File: src/rtl/seg7_display_arbiter_if.sv
// Request/grant bundle between display requesters and the seg7 arbiter.
// master drives requests and data; slave (the arbiter) drives grant and display.
interface seg7_display_arbiter_if;
    logic [3:0]   req;
    logic [3:0]   urgent;
    logic [127:0] data_in;
    logic [3:0]   gnt;
    logic [31:0]  data_out;
    logic         disp_blank;
    logic         rel;

    modport master (
        output req, urgent, data_in,
        input  gnt, data_out, disp_blank, rel
    );

    modport slave (
        input  req, urgent, data_in,
        output gnt, data_out, disp_blank, rel
    );
endinterface

File: src/rtl/seg7_display_arbiter.sv
// Round-robin arbiter sharing one 8-digit seg7 display among 4 requesters.
// Optional blink of the granted display is enabled by SEG7_ARB_BLINK_EN.
module seg7_display_arbiter #(
    parameter int DWELL_CYC = 50_000_000,
    parameter int BLINK_CYC = 12_500_000
) (
    input logic clk,
    input logic rst,
    seg7_display_arbiter_if.slave bus
);

    typedef enum logic [1:0] {
        S_IDLE,
        S_DWELL,
        S_HOLD
    } state_t;

    localparam logic [25:0] DWELL_LAST = 26'(DWELL_CYC - 1);

    state_t      r_state;
    state_t      w_state_nxt;
    logic [3:0]  r_gnt;
    logic [3:0]  w_gnt_nxt;
    logic [1:0]  r_ptr;
    logic [1:0]  w_ptr_nxt;
    logic [25:0] r_cnt;
    logic [25:0] w_cnt_nxt;
    logic [31:0] r_data;
    logic        r_rel;
    logic        w_rel_nxt;
    logic        r_blank;
    logic        w_blank_nxt;
    logic        w_new_gnt;
    logic        w_cur_req;
    logic [3:0]  w_others;
    logic [1:0]  w_pick_any;
    logic [1:0]  w_pick_oth;
    logic        w_expired;

    // First requester with its bit set, searching upward from p+1 mod 4.
    function automatic logic [1:0] f_rr(input logic [3:0] m,
                                        input logic [1:0] p);
        logic [1:0] k;
        logic       found;
        f_rr  = p;
        found = 1'b0;
        for (int i = 1; i <= 4; i++) begin
            k = p + 2'(i);
            if (!found && m[k]) begin
                f_rr  = k;
                found = 1'b1;
            end
        end
    endfunction

    assign w_cur_req  = |(bus.req & r_gnt);
    assign w_others   = bus.req & ~r_gnt;
    assign w_pick_any = f_rr(bus.req, r_ptr);
    assign w_pick_oth = f_rr(w_others, r_ptr);
    assign w_expired  = (r_cnt == DWELL_LAST);

    always_comb begin
        w_state_nxt = r_state;
        w_gnt_nxt   = r_gnt;
        w_ptr_nxt   = r_ptr;
        w_cnt_nxt   = r_cnt;
        w_rel_nxt   = 1'b0;
        w_new_gnt   = 1'b0;
        unique case (r_state)
            S_IDLE: begin
                if (|bus.req) begin
                    w_state_nxt = S_DWELL;
                    w_gnt_nxt   = 4'b0001 << w_pick_any;
                    w_ptr_nxt   = w_pick_any;
                    w_cnt_nxt   = '0;
                    w_new_gnt   = 1'b1;
                end
            end
            S_DWELL, S_HOLD: begin
                // A dropped request wins over dwell expiry.
                if (!w_cur_req) begin
                    w_rel_nxt = 1'b1;
                    w_cnt_nxt = '0;
                    if (|w_others) begin
                        w_state_nxt = S_DWELL;
                        w_gnt_nxt   = 4'b0001 << w_pick_oth;
                        w_ptr_nxt   = w_pick_oth;
                        w_new_gnt   = 1'b1;
                    end else begin
                        w_state_nxt = S_IDLE;
                        w_gnt_nxt   = '0;
                    end
                end else if (|w_others &&
                             (r_state == S_HOLD || w_expired)) begin
                    w_rel_nxt   = 1'b1;
                    w_state_nxt = S_DWELL;
                    w_gnt_nxt   = 4'b0001 << w_pick_oth;
                    w_ptr_nxt   = w_pick_oth;
                    w_cnt_nxt   = '0;
                    w_new_gnt   = 1'b1;
                end else if (r_state == S_DWELL && w_expired) begin
                    w_state_nxt = S_HOLD;
                end else if (r_state == S_DWELL && r_cnt != '1) begin
                    w_cnt_nxt = r_cnt + 26'd1;
                end
            end
            default: begin
                w_state_nxt = S_IDLE;
                w_gnt_nxt   = '0;
            end
        endcase
    end

`ifdef SEG7_ARB_BLINK_EN
    localparam int BW = (BLINK_CYC > 1) ? $clog2(BLINK_CYC) : 1;
    localparam logic [BW-1:0] BLINK_LAST = BW'(BLINK_CYC - 1);

    logic [BW-1:0] r_bcnt;
    logic [BW-1:0] w_bcnt_nxt;
    logic          r_phase;
    logic          w_phase_nxt;
    logic          w_urg;

    assign w_urg = |(bus.urgent & r_gnt);

    // Each new grant restarts the blink visible.
    always_comb begin
        w_bcnt_nxt  = '0;
        w_phase_nxt = 1'b0;
        w_blank_nxt = 1'b0;
        if (w_state_nxt == S_IDLE) begin
            w_blank_nxt = 1'b1;
        end else if (!w_new_gnt && w_urg) begin
            if (r_bcnt == BLINK_LAST) begin
                w_phase_nxt = ~r_phase;
            end else begin
                w_phase_nxt = r_phase;
                w_bcnt_nxt  = r_bcnt + 1'b1;
            end
            w_blank_nxt = w_phase_nxt;
        end
    end

    always_ff @(posedge clk) begin
        if (rst) begin
            r_bcnt  <= '0;
            r_phase <= 1'b0;
        end else begin
            r_bcnt  <= w_bcnt_nxt;
            r_phase <= w_phase_nxt;
        end
    end
`else
    logic w_unused_urgent;

    assign w_unused_urgent = ^bus.urgent;

    always_comb begin
        w_blank_nxt = (w_state_nxt == S_IDLE);
    end
`endif

    always_ff @(posedge clk) begin
        if (rst) begin
            r_state <= S_IDLE;
            r_gnt   <= '0;
            r_ptr   <= 2'd3;
            r_cnt   <= '0;
            r_data  <= '0;
            r_rel   <= 1'b0;
            r_blank <= 1'b1;
        end else begin
            r_state <= w_state_nxt;
            r_gnt   <= w_gnt_nxt;
            r_ptr   <= w_ptr_nxt;
            r_cnt   <= w_cnt_nxt;
            r_rel   <= w_rel_nxt;
            r_blank <= w_blank_nxt;
            if (|w_gnt_nxt) begin
                r_data <= bus.data_in[32*w_ptr_nxt +: 32];
            end else begin
                r_data <= '0;
            end
        end
    end

    assign bus.gnt        = r_gnt;
    assign bus.data_out   = r_data;
    assign bus.disp_blank = r_blank;
    assign bus.rel        = r_rel;

endmodule

File: src/flat_wrapper.sv
// flat-port wrapper written by rule: the top's interface ports become plain ports
module seg7_display_arbiter_flat 
#(
    parameter int DWELL_CYC = 50_000_000,
    parameter int BLINK_CYC = 12_500_000
)
  (clk, rst, bus_req, bus_urgent, bus_data_in, bus_gnt, bus_data_out, bus_disp_blank, bus_rel);
  seg7_display_arbiter_if bus_i ();
  input logic clk;
  input logic rst;
  input wire logic [$bits(bus_i.req)-1:0] bus_req;
  input wire logic [$bits(bus_i.urgent)-1:0] bus_urgent;
  input wire logic [$bits(bus_i.data_in)-1:0] bus_data_in;
  output wire logic [$bits(bus_i.gnt)-1:0] bus_gnt;
  output wire logic [$bits(bus_i.data_out)-1:0] bus_data_out;
  output wire logic [$bits(bus_i.disp_blank)-1:0] bus_disp_blank;
  output wire logic [$bits(bus_i.rel)-1:0] bus_rel;
  assign bus_i.req = bus_req;
  assign bus_i.urgent = bus_urgent;
  assign bus_i.data_in = bus_data_in;
  assign bus_gnt = bus_i.gnt;
  assign bus_data_out = bus_i.data_out;
  assign bus_disp_blank = bus_i.disp_blank;
  assign bus_rel = bus_i.rel;
  seg7_display_arbiter #(.DWELL_CYC(DWELL_CYC), .BLINK_CYC(BLINK_CYC)) u_core (.clk(clk), .rst(rst), .bus(bus_i));
endmodule
File: config.mk
export PLATFORM = sky130hd
export DESIGN_NAME = seg7_display_arbiter_flat
export DESIGN_NICKNAME = d
export VERILOG_FILES = /design/src/rtl/seg7_display_arbiter_if.sv /design/src/rtl/seg7_display_arbiter.sv /design/src/flat_wrapper.sv
export SDC_FILE = /design/constraint.sdc
export NUM_CORES = 1
export LEC_CHECK = 0
export ABC_AREA = 0
export CAP_MARGIN = 25
export CORE_ASPECT_RATIO = 0.75
export CORE_MARGIN = 4
export CORE_UTILIZATION = 42
export DETAILED_ROUTE_END_ITERATION = 7
export PLACE_DENSITY = 0.81
export SKIP_LAST_GASP = 1
export SLEW_MARGIN = 40
export SYNTH_ARGS = -nofsm -noshare
export SYNTH_HDL_FRONTEND = slang
export SYNTH_SLANG_ARGS = --single-unit
File: constraint.sdc
create_clock -name clk -period 3.7 [get_ports clk]
set_clock_uncertainty 0.2 [all_clocks]
set_input_delay 0.555 -clock clk [delete_from_list [all_inputs] [get_ports clk]]
set_output_delay 0.555 -clock clk [all_outputs]
set_load 0.02 [all_outputs]
After elaboration in Yosys (flattened, before gate mapping) --
Cells that the tools add are included. W data, S select, Z words.
Storage, ports and cells: bits in registers 68, latch bits 0, RAM bits 0, ROM bits 0, input bits 138, output and inout port bits 38, logic and storage cells 111, memories 0
Operators by class: add/sub/neg operators 4, multipliers 0, div/mod/pow operators 0, magnitude comparators 4, eq/ne operators 7, shift operators 3, muxes and demuxes 54, bitwise gates (word level) 5, reduce and logical (&&, ||, !) cells 27
Operators with widths (number):
- $mux W26 | 5
- $shiftx A128 B8 Y32 | 1
- $pmux W26 S2 | 1
- $mux W2 | 16
- $add A26 B1 Y26 const B | 1
- $eq A26 B26 Y1 const B | 1
- $ne A26 B26 Y1 const B | 1
- $mux W1 | 17
- $bmux W1 S2 | 8
- $mux W4 | 4
- $reduce_or A4 Y1 | 4
- $lt A2 B3 Y1 const B | 4
- $logic_and A1 B1 Y1 | 9
- $and A4 B4 Y4 | 2
- $ne A4 B4 Y1 const B | 2
- $pmux W2 S2 | 2
- $pmux W4 S2 | 1
- $shl A1 B2 Y4 const A | 2
- $logic_not A1 Y1 | 6
- $reduce_or A2 Y1 | 3
- $add A2 B2 Y2 const B | 2
- $logic_not A2 Y1 | 2
- $not A4 Y4 | 1
- $reduce_and A4 Y1 | 1
- 7 further kinds | 8

Longest topological paths before layout --
Gate-level depths: netlist of run 1.
depth in word-level cells 21, depth in mapped cells 12, gate-level depth less buffers 10

Worst setup path after synthesis of run 1 --
Ideal clock, no wire load.
path type flip-flop to flip-flop, start register u_core.r_cnt[16], end register u_core.r_data[25] (netlist: u_core.bus.data_out[25]), setup time 0.136 ns, arrival 2.423 ns, required time 3.364 ns, setup slack 0.940 ns, stages on the path, launching flop included 12, path buffers 3, period minus slack after synthesis 2.760 ns, cells stage by stage dfxtp_1 > or4b_4 > nor4_4 > a311o_1 > buf_4 > nand2b_1 > a221o_1 > and2_1 > buf_6 > buf_6 > a21oi_1 > a221oi_1
Between the ends: longest elaborated chain between the ends 9, elaborated cells on any way between the ends 13, those cells by class eq/ne: 1; shift: 1; mux: 6; bitwise: 1; reduce/logical: 4
Ends and longest elaborated chain:
- from (decl) | line seg7_display_arbiter.sv:26 | logic [25:0] r_cnt;
- from (signal assigned) | line seg7_display_arbiter.sv:176 | r_cnt <= w_cnt_nxt;
- $eq A26 B26 Y1 (*) | line seg7_display_arbiter.sv:60 | assign w_expired = (r_cnt == DWELL_LAST);
- $logic_or A1 B1 Y1 (*) | line seg7_display_arbiter.sv:94 | (r_state == S_HOLD || w_expired)) begin
- $logic_and A1 B1 Y1 (*) | line seg7_display_arbiter.sv:93 | end else if (|w_others &&
- parallel branches: the longest is 6 deep, another holds $shiftx A128 B8 Y32
- to (signal assigned) | line seg7_display_arbiter.sv:180 | r_data <= bus.data_in[32*w_ptr_nxt +: 32];
- to (decl) | line seg7_display_arbiter.sv:28 | logic [31:0] r_data;
Mark *: on every way between the ends. A chain may end at the register's enable or synchronous reset.

Final worst setup path of run 1 --
start input bus_req[3], end register u_core.r_data[24] (netlist: u_core.bus.data_out[24])
Between the ends: longest elaborated chain between the ends 20, elaborated cells on any way between the ends 64, those cells by class shift: 3; mux: 40; bitwise: 3; reduce/logical: 18
Ends and longest elaborated chain:
- from (decl) | line flat_wrapper.sv:11 | input wire logic [$bits(bus_i.req)-1:0] bus_req;
- parallel branches: the longest is 20 deep, another holds $and A4 B4 Y4
Several ways; the timed one is not identified. The select of a mux whose other input is x is not followed.

==> summary.txt, run 1 <==
Status
  • Status: finished clean

Power and ir drop
  • Power Density: 630 mW/mm²
  • Worst vdd ir: 0.317 mV
  • Leakage: around 2.3 nW

Layout
  • Fraction of layout cells with a size suffix above 1: 0.0630
  • Layout area overhead: 56.9%
  • Diode count: 0
  • Number of nets in the layout: between 800 and 900
  • Core Util, Final: 0.679
  • Commonest non-fill, non-tap cells in the layout: clkdlybuf4s50_1 (171), nand2_1 (94), a21oi_1 (75), dfxtp_1 (68), nor2_1 (37)
  • Commonest non-fill, non-tap cell in the layout: clkdlybuf4s50_1

Floorplan
  • Chip width: 120 µm
  • CORE AREA: 0.00908 mm²
  • Height of the die: 91.7 µm
  • Die area: 0.0110 mm²
  • IO Count: 176
  • Row cnt: 30
  • Initial core utilization: 0.432

Clocking
  • CTS sink count: 68
  • Skew-Pair Late Insertion Delay: 0.33 ns
  • CTS tree: yes
  • Post-CTS Hold Fix Bufs: 0
  • TritonCTS Buffers: 9
  • H-tree depth: 3
  • Clk buf depth: 2
  • Reg clk slew, reported paths: around 0.060 ns
  • Postcts setup bufs: 0
  • Clock root buffer master: clkbuf_16
  • Post-CTS sizing: 0

Routing
  • Avg WL per Cell: 17.3 µm
  • Drt initial violations: around 550
  • Via count: ~4600
  • Drt pass-1 iters: 5
  • Post-Route WL: 14.0 mm
  • Residual DRC: 0
  • Remaining antenna violation count: 0
  • Vias/cell: 5.62

Synthesis
  • Post-synthesis cell type count: 62
  • Synth Net Count: 653
  • Area fraction of the dominant cell type after synthesis: 0.347
  • Xor and xnor area share after synthesis: 0.0379
  • Area contributors post-synth: dfxtp_1 (35%), a21oi_1 (9.6%), nand2_1 (9.0%), a221oi_1 (7.4%), nor2_1 (3.5%)
  • Cell Area, Synth: about 0.0039 mm²
  • Compound-gate portion of the synthesized area: 0.269
  • Asr flop ratio synth: 0
  • Cell taking the most area after synthesis: dfxtp_1
  • Synth Area in Simple Gates: 0.254
  • #FFs+latches synth: slightly below 70
  • Number of synthesized flops with an enable pin: 0
  • Synth Area per Inst: 7.70 µm²
  • Synth Flop Type: dfxtp_1
  • Yosys warning total: 0
  • Main combinational cell family by area after synthesis: compound AO/OA/AOI/OAI gates
  • Synth Area in Adders: 0.0159
  • Post-synthesis mux area share: 0.0156
  • Synth Instances: 510
  • Post-synthesis sequential area ratio: 0.347

Global route
  • GRT overflow: 0
  • First-pass GRT wire length: 21.9 mm
  • Total track usage: 0.246
  • Vias in the first global route: about 4400
  • Gr busiest metal: met2
  • GR Util met1: 0.300
  • M2 GR Usage: 0.407
  • Met3 usage: 0.0752
  • Initial antenna violation count: 0
  • Largest net degree at the start of global routing: 46

Timing
  • Hold Vio Cnt, Final: 0
  • Fin. max-slew vios: 0
  • Final WS setup: 0.366 ns
  • Slew @ Worst Pin: 0.746 ns
  • Setup_tns: 0 ns
  • Final setup viols: 0
  • WHS: 0.320 ns
  • Max_slew headroom: 0.498
  • Post-layout minimum cycle time: between 3 and 4 ns
  • RSZ-0062 raised after global routing: no
  • Final worst path period share: 0.901
  • Fmax: around 0.30 GHz

Setup path
  • Critical Path Source Type: input port
  • CP Capture Type: register
  • Crit path DAT: 3.34 ns
  • Critical path peak fanout: 32
  • Type of the worst setup path: in2reg
  • WP data required: 3.70 ns

Hold path
  • Hold Path Class: reg2reg

Placed design
  • Final HPWL DP: 10.3 mm
  • Dpl ws: 0.105 ns
  • Port buffer count: roughly 170
  • Global placement routability congestion: 0.908

Job
  • Maxcap violations: 0
-- path summary, 6_finish.rpt --
| path | start | endpoint | slack (ns) | cells after the start |
|---|---|---|---|---|
| min reg2reg | u_core.r_cnt[25]$_SDFFE_PP0P_ | u_core.r_cnt[25]$_SDFFE_PP0P_ | 0.32 | 2 |
| max reg2reg | u_core.r_cnt[13]$_SDFFE_PP0P_ | u_core.bus.data_out[24]$_SDFF_PP0_ | 0.39 | 10 |
| max | bus_req[3] | u_core.bus.data_out[24]$_SDFF_PP0_ | 0.37 | 11 |
| min | u_core.r_cnt[25]$_SDFFE_PP0P_ | u_core.r_cnt[25]$_SDFFE_PP0P_ | 0.32 | 2 |
-- synth_stat cells (all sizes together) (3+ instances only) --
library cell  count
inv              10
nor3             11
o22ai             3
nand4             6
a22oi             3
dfxtp            68
and3             10
clkbuf           14
xnor2            15
buf              20
a31oi             4
a21boi            4
nand2            95
nand3            11
nand2b            7
mux2i             5
nor4              6
or3               3
a221oi           33
and2              7
o21ai            14
a21oi            75
ha                5
nor2             37
nor2b             6
and4              3
-- report_power, final --
part           internal (W)  switching (W)  total [W]
logic              0.000841        0.00102    0.00187
registers          0.000927      0.0000789    0.00101
clock network      0.000694       0.000320    0.00101
-- sequential cells by signal, summed over array words and instances, names as in the netlist --
register,cells
u_core.bus.data_out,32
u_core.bus.disp_blank,1
u_core.bus.gnt,4
u_core.bus.rel,1
u_core.r_cnt,26
u_core.r_ptr,2
u_core.r_state,2
-- routing by layer --
metal,wire (µm),part of all wire
met1,5680,0.41
met2,6840,0.49
met3,1030,0.074
met4,433,0.031
met5,0,0
-- area by class of cell --
| cell class | count | area (µm²) |
|---|---|---|
| fill | 731 | 2920 |
| inverter | 10 | 37.5 |
| tap | 128 | 160 |
| timing repair buffer | 190 | 1920 |
| sequential | 68 | 1360 |
| multi-input combinational | 398 | 2340 |
| clock inverter | 4 | 95.1 |
| clock buffer | 12 | 256 |
-- critical path: stages --
cell             delay, ns
clkdlybuf4s50_1       0.51
a222oi_1              0.49
and2_1                0.20
a311o_1               0.22
buf_4                 0.17
a21oi_1               0.06
a211oi_1              0.35
nand2_1               0.16
a211oi_4              0.29
buf_12                0.22
a221oi_1              0.08
-- metrics by stage --
| step | std cells | power, W | instance area, µm² |
|---|---|---|---|
| floorplan | 510 | 0.00207 | 3930 |
| global placement | 794 | 0.00282 | 5810 |
| detailed placement | 794 | 0.00286 | 5810 |
| CTS | 810 | 0.00389 | 6160 |
| global route | 810 | 0.00409 | 6160 |
| finish | 810 | 0.00389 | 6160 |
-- cell families after synthesis --
group,after synthesis
buf+inv,44
fa+ha+maj,5
simple gates,209
flops,68
xor+xnor,17
compound gates,161
mux,6
(Power assumes the default switching activity.)
==> run 2, diff against run 1 <==
--- a/config.mk
+++ b/config.mk
@@ -9,9 +9,11 @@
 export CAP_MARGIN = 25
 export CORE_ASPECT_RATIO = 0.75
 export CORE_MARGIN = 4
-export CORE_UTILIZATION = 42
+export CORE_UTILIZATION = 43
+export CTS_BUF_LIST = sky130_fd_sc_hd__clkbuf_4
 export DETAILED_ROUTE_END_ITERATION = 7
-export PLACE_DENSITY = 0.81
+export PLACE_DENSITY_LB_ADDON = 0.12
+export RECOVER_POWER = 100
 export SKIP_LAST_GASP = 1
 export SLEW_MARGIN = 40
 export SYNTH_ARGS = -nofsm -noshare
==> summary.txt, run 2 (synthesized netlist as in run 1, its figures left out) <==
Power and ir drop
  • Fraction of power spent switching nets: 0.412 (was 0.366)
  • Worst vdd ir: 0.271 mV (was 0.317 mV)
  • Leakage: 2.28 nW (was 2.31 nW)
  • Clk pwr share: 0.150 (was 0.261)
  • Part of the power in registers: 0.306 (was 0.259)
  • Logic pwr share: 0.544 (was 0.480)
  • Psw: 0.00133 W (was 0.00142 W)
  • Power Density: 548 mW/mm² (was 630 mW/mm²)
  • Internal: 0.00190 W (was 0.00246 W)

Global route
  • Met3 usage: 0.0958 (was 0.0752)
  • GRT overflow: 0 (unchanged)
  • Largest net degree at the start of global routing: 66 (was 46)
  • First-pass GRT wire length: 21.1 mm (was 21.9 mm)
  • M2 GR Usage: 0.403 (was 0.407)
  • Total track usage: 0.238 (was 0.246)
  • Initial antenna violation count: 0 (unchanged)
  • GR Util met1: 0.278 (was 0.300)
  • Vias in the first global route: 4393 (was 4434)
  • Gr busiest metal: met2 (unchanged)

Status
  • Status: finished clean (unchanged)

Setup path
  • Type of the worst setup path: reg2reg (was in2reg)
  • Reg2reg end: u_core.bus.data_out[6]$_SDFF_PP0_ (was u_core.bus.data_out[24]$_SDFF_PP0_)
  • Reg-to-reg startpoint: u_core.r_cnt[16]$_SDFFE_PP0P_ (was u_core.r_cnt[13]$_SDFFE_PP0P_)
  • R2R Setup Slk: 0.49 ns (was 0.39 ns)
  • Worst R2R Path Depth: 9 (was 10)
  • Critical Path Source Type: register (was input port)
  • CP Capture Type: register (unchanged)
  • Crit. Startpoint: u_core.r_cnt[16]$_SDFFE_PP0P_ (was bus_req[3])
  • Critical path peak fanout: 65 (was 32)
  • Crit path DAT: 3.34 ns (about the same)
  • WP data required: 3.83 ns (was 3.70 ns)

Hold path
  • Worst hold start: u_core.r_cnt[15]$_SDFFE_PP0P_ (was u_core.r_cnt[25]$_SDFFE_PP0P_)
  • WHS Path Cells: 1 (was 2)
  • Hold EP: u_core.r_cnt[15]$_SDFFE_PP0P_ (was u_core.r_cnt[25]$_SDFFE_PP0P_)
  • Hold Path Class: reg2reg (unchanged)

Timing
  • Final worst path period share: 0.867 (was 0.901)
  • RSZ-0062 raised after global routing: no (unchanged)
  • Max_slew headroom: 0.677 (was 0.498)
  • Slew @ Worst Pin: 0.481 ns (was 0.746 ns)
  • Post-layout minimum cycle time: 3.21 ns (was 3.33 ns)
  • Final setup viols: 0 (unchanged)
  • Fin. max-slew vios: 0 (unchanged)
  • Fmax: 0.312 GHz (was 0.300 GHz)
  • Setup_tns: 0 ns (unchanged)
  • Hold Vio Cnt, Final: 0 (unchanged)

Routing
  • Residual DRC: 0 (unchanged)
  • Via count: 4481 (was 4551)
  • Drt pass-1 iters: 8 (was 5)
  • Remaining antenna violation count: 0 (unchanged)
  • Avg WL per Cell: 16.6 µm (was 17.3 µm)
  • Drt initial violations: 405 (was 554)
  • Post-Route WL: 13.1 mm (was 14.0 mm)
  • Vias/cell: 5.69 (was 5.62)

Clocking
  • CTS sink count: 68 (unchanged)
  • Post-CTS Hold Fix Bufs: 0 (unchanged)
  • Post-CTS sizing: 0 (unchanged)
  • Clock root buffer master: clkbuf_4 (was clkbuf_16)
  • Reg clk slew, reported paths: 0.12 ns (was 0.06 ns)
  • TritonCTS Buffers: 9 (unchanged)
  • Skew-Pair Late Insertion Delay: 0.44 ns (was 0.33 ns)
  • H-tree depth: 3 (unchanged)
  • CTS tree: yes (unchanged)
  • Clk buf depth: 2 (unchanged)
  • Postcts setup bufs: 0 (unchanged)

Floorplan
  • Height of the die: 90.8 µm (was 91.7 µm)
  • Die area: 0.0107 mm² (was 0.0110 mm²)
  • Initial core utilization: 0.453 (was 0.432)
  • Chip width: 118 µm (was 120 µm)
  • Row cnt: 29 (was 30)
  • IO Count: 176 (unchanged)
  • CORE AREA: 0.00867 mm² (was 0.00908 mm²)

Job
  • Maxcap violations: 0 (unchanged)

Layout
  • Fraction of layout cells with a size suffix above 1: 0.0559 (was 0.0630)
  • Layout area overhead: 50.4% (was 56.9%)
  • Diode count: 0 (unchanged)
  • Commonest non-fill, non-tap cell in the layout: clkdlybuf4s50_1 (unchanged)
  • Final Cell Area: 0.00591 mm² (was 0.00616 mm²)
  • Filler instances: 736 (was 731)
  • Number of nets in the layout: 818 (was 820)
  • Commonest non-fill, non-tap cells in the layout: clkdlybuf4s50_1 (133), nand2_1 (94), a21oi_1 (75), dfxtp_1 (68), dlygate4sd3_1 (38) (was clkdlybuf4s50_1 (171), nand2_1 (94), a21oi_1 (75), dfxtp_1 (68), nor2_1 (37))
  • Max FFs per register: 32 (unchanged)

Placed design
  • Port buffer count: 171 (unchanged)
  • Dpl cell area: 0.00578 mm² (was 0.00581 mm²)
  • Global placement routability congestion: 0.875 (was 0.908)
  • Final HPWL DP: 9.83 mm (was 10.3 mm)
==> run 2: cell count changes in the layout (fill, tap and decap cells not counted), moves of 5 or more <==
| cell | previous run | this run |
|---|---|---|
| dlygate4sd3_1 | 0 | 38 |
| clkdlybuf4s50_1 | 171 | 133 |
| clkbuf_16 | 9 | 0 |
| clkbuf_4 | 0 | 10 |
| buf_4 | 14 | 9 |
==> run 2: routing by layer <==
metal | wire, µm | share of wire
met2 | 6410 | 0.49
met1 | 5280 | 0.40
met4 | 294 | 0.022
met5 | 0 | 0
met3 | 1090 | 0.084
==> run 2: worst max-delay path by stage <==
stage                                         end  slack (ns)  depth (start not counted)
2_1_floorplan  u_core.bus.data_out[25]$_SDFF_PP0_        0.94                         11
3_3_place_gp   u_core.bus.data_out[27]$_SDFF_PP0_        0.22                         10
3_5_place_dp    u_core.bus.data_out[6]$_SDFF_PP0_        0.15                         10
4_1_cts         u_core.bus.data_out[9]$_SDFF_PP0_        0.54                          9
5_1_grt        u_core.bus.data_out[20]$_SDFF_PP0_        0.24                         10
6_report        u_core.bus.data_out[6]$_SDFF_PP0_        0.49                          9
==> run 2: critical path, cell delays in order, from the launching register on <==
cell and delay [ns]:
dfxtp_1 0.36, or4b_4 0.56, nor4_4 0.27, a311o_1 0.39
clkbuf_1 0.19, a221o_1 0.21, and2_2 0.18, buf_12 0.26
a21oi_1 0.11, a221oi_1 0.34
==> run 2: through the flow <==
| step | hold slack (ns) | std cells | power (W) | worst slack [ns] | utilization |
|---|---|---|---|---|---|
| after global placement | 0.296 | 772 | 0.00281 | 0.220 | 0.667 |
| after detailed placement | 0.288 | 772 | 0.00285 | 0.149 | 0.667 |
| final | 0.311 | 788 | 0.00324 | 0.493 | 0.681 |
| after floorplan | 0.259 | 510 | 0.00207 | 0.940 | - |
| after CTS | 0.304 | 788 | 0.00334 | 0.540 | 0.682 |
| after global routing | 0.363 | 788 | 0.00346 | 0.241 | 0.681 |
==> run 2: power by group through the flow <==
stage | clock network [W] | registers [W] | logic (W)
floorplan | 0 | 0.00124 | 0.000831
CTS | 0.000496 | 0.00100 | 0.00184
finish | 0.000486 | 0.000991 | 0.00176
global route | 0.000532 | 0.00101 | 0.00192
global placement | 0 | 0.00101 | 0.00180
detailed placement | 0 | 0.00102 | 0.00183
==> run 2: area by class of cell <==
cell class	count	area, µm²	share of cell area
clock inverter	6	55.1	0.00932
tap	108	135	0.0229
sequential	68	1360	0.230
timing repair buffer	188	1910	0.323
inverter	10	37.5	0.00635
multi-input combinational	398	2340	0.395
clock buffer	10	75.1	0.0127
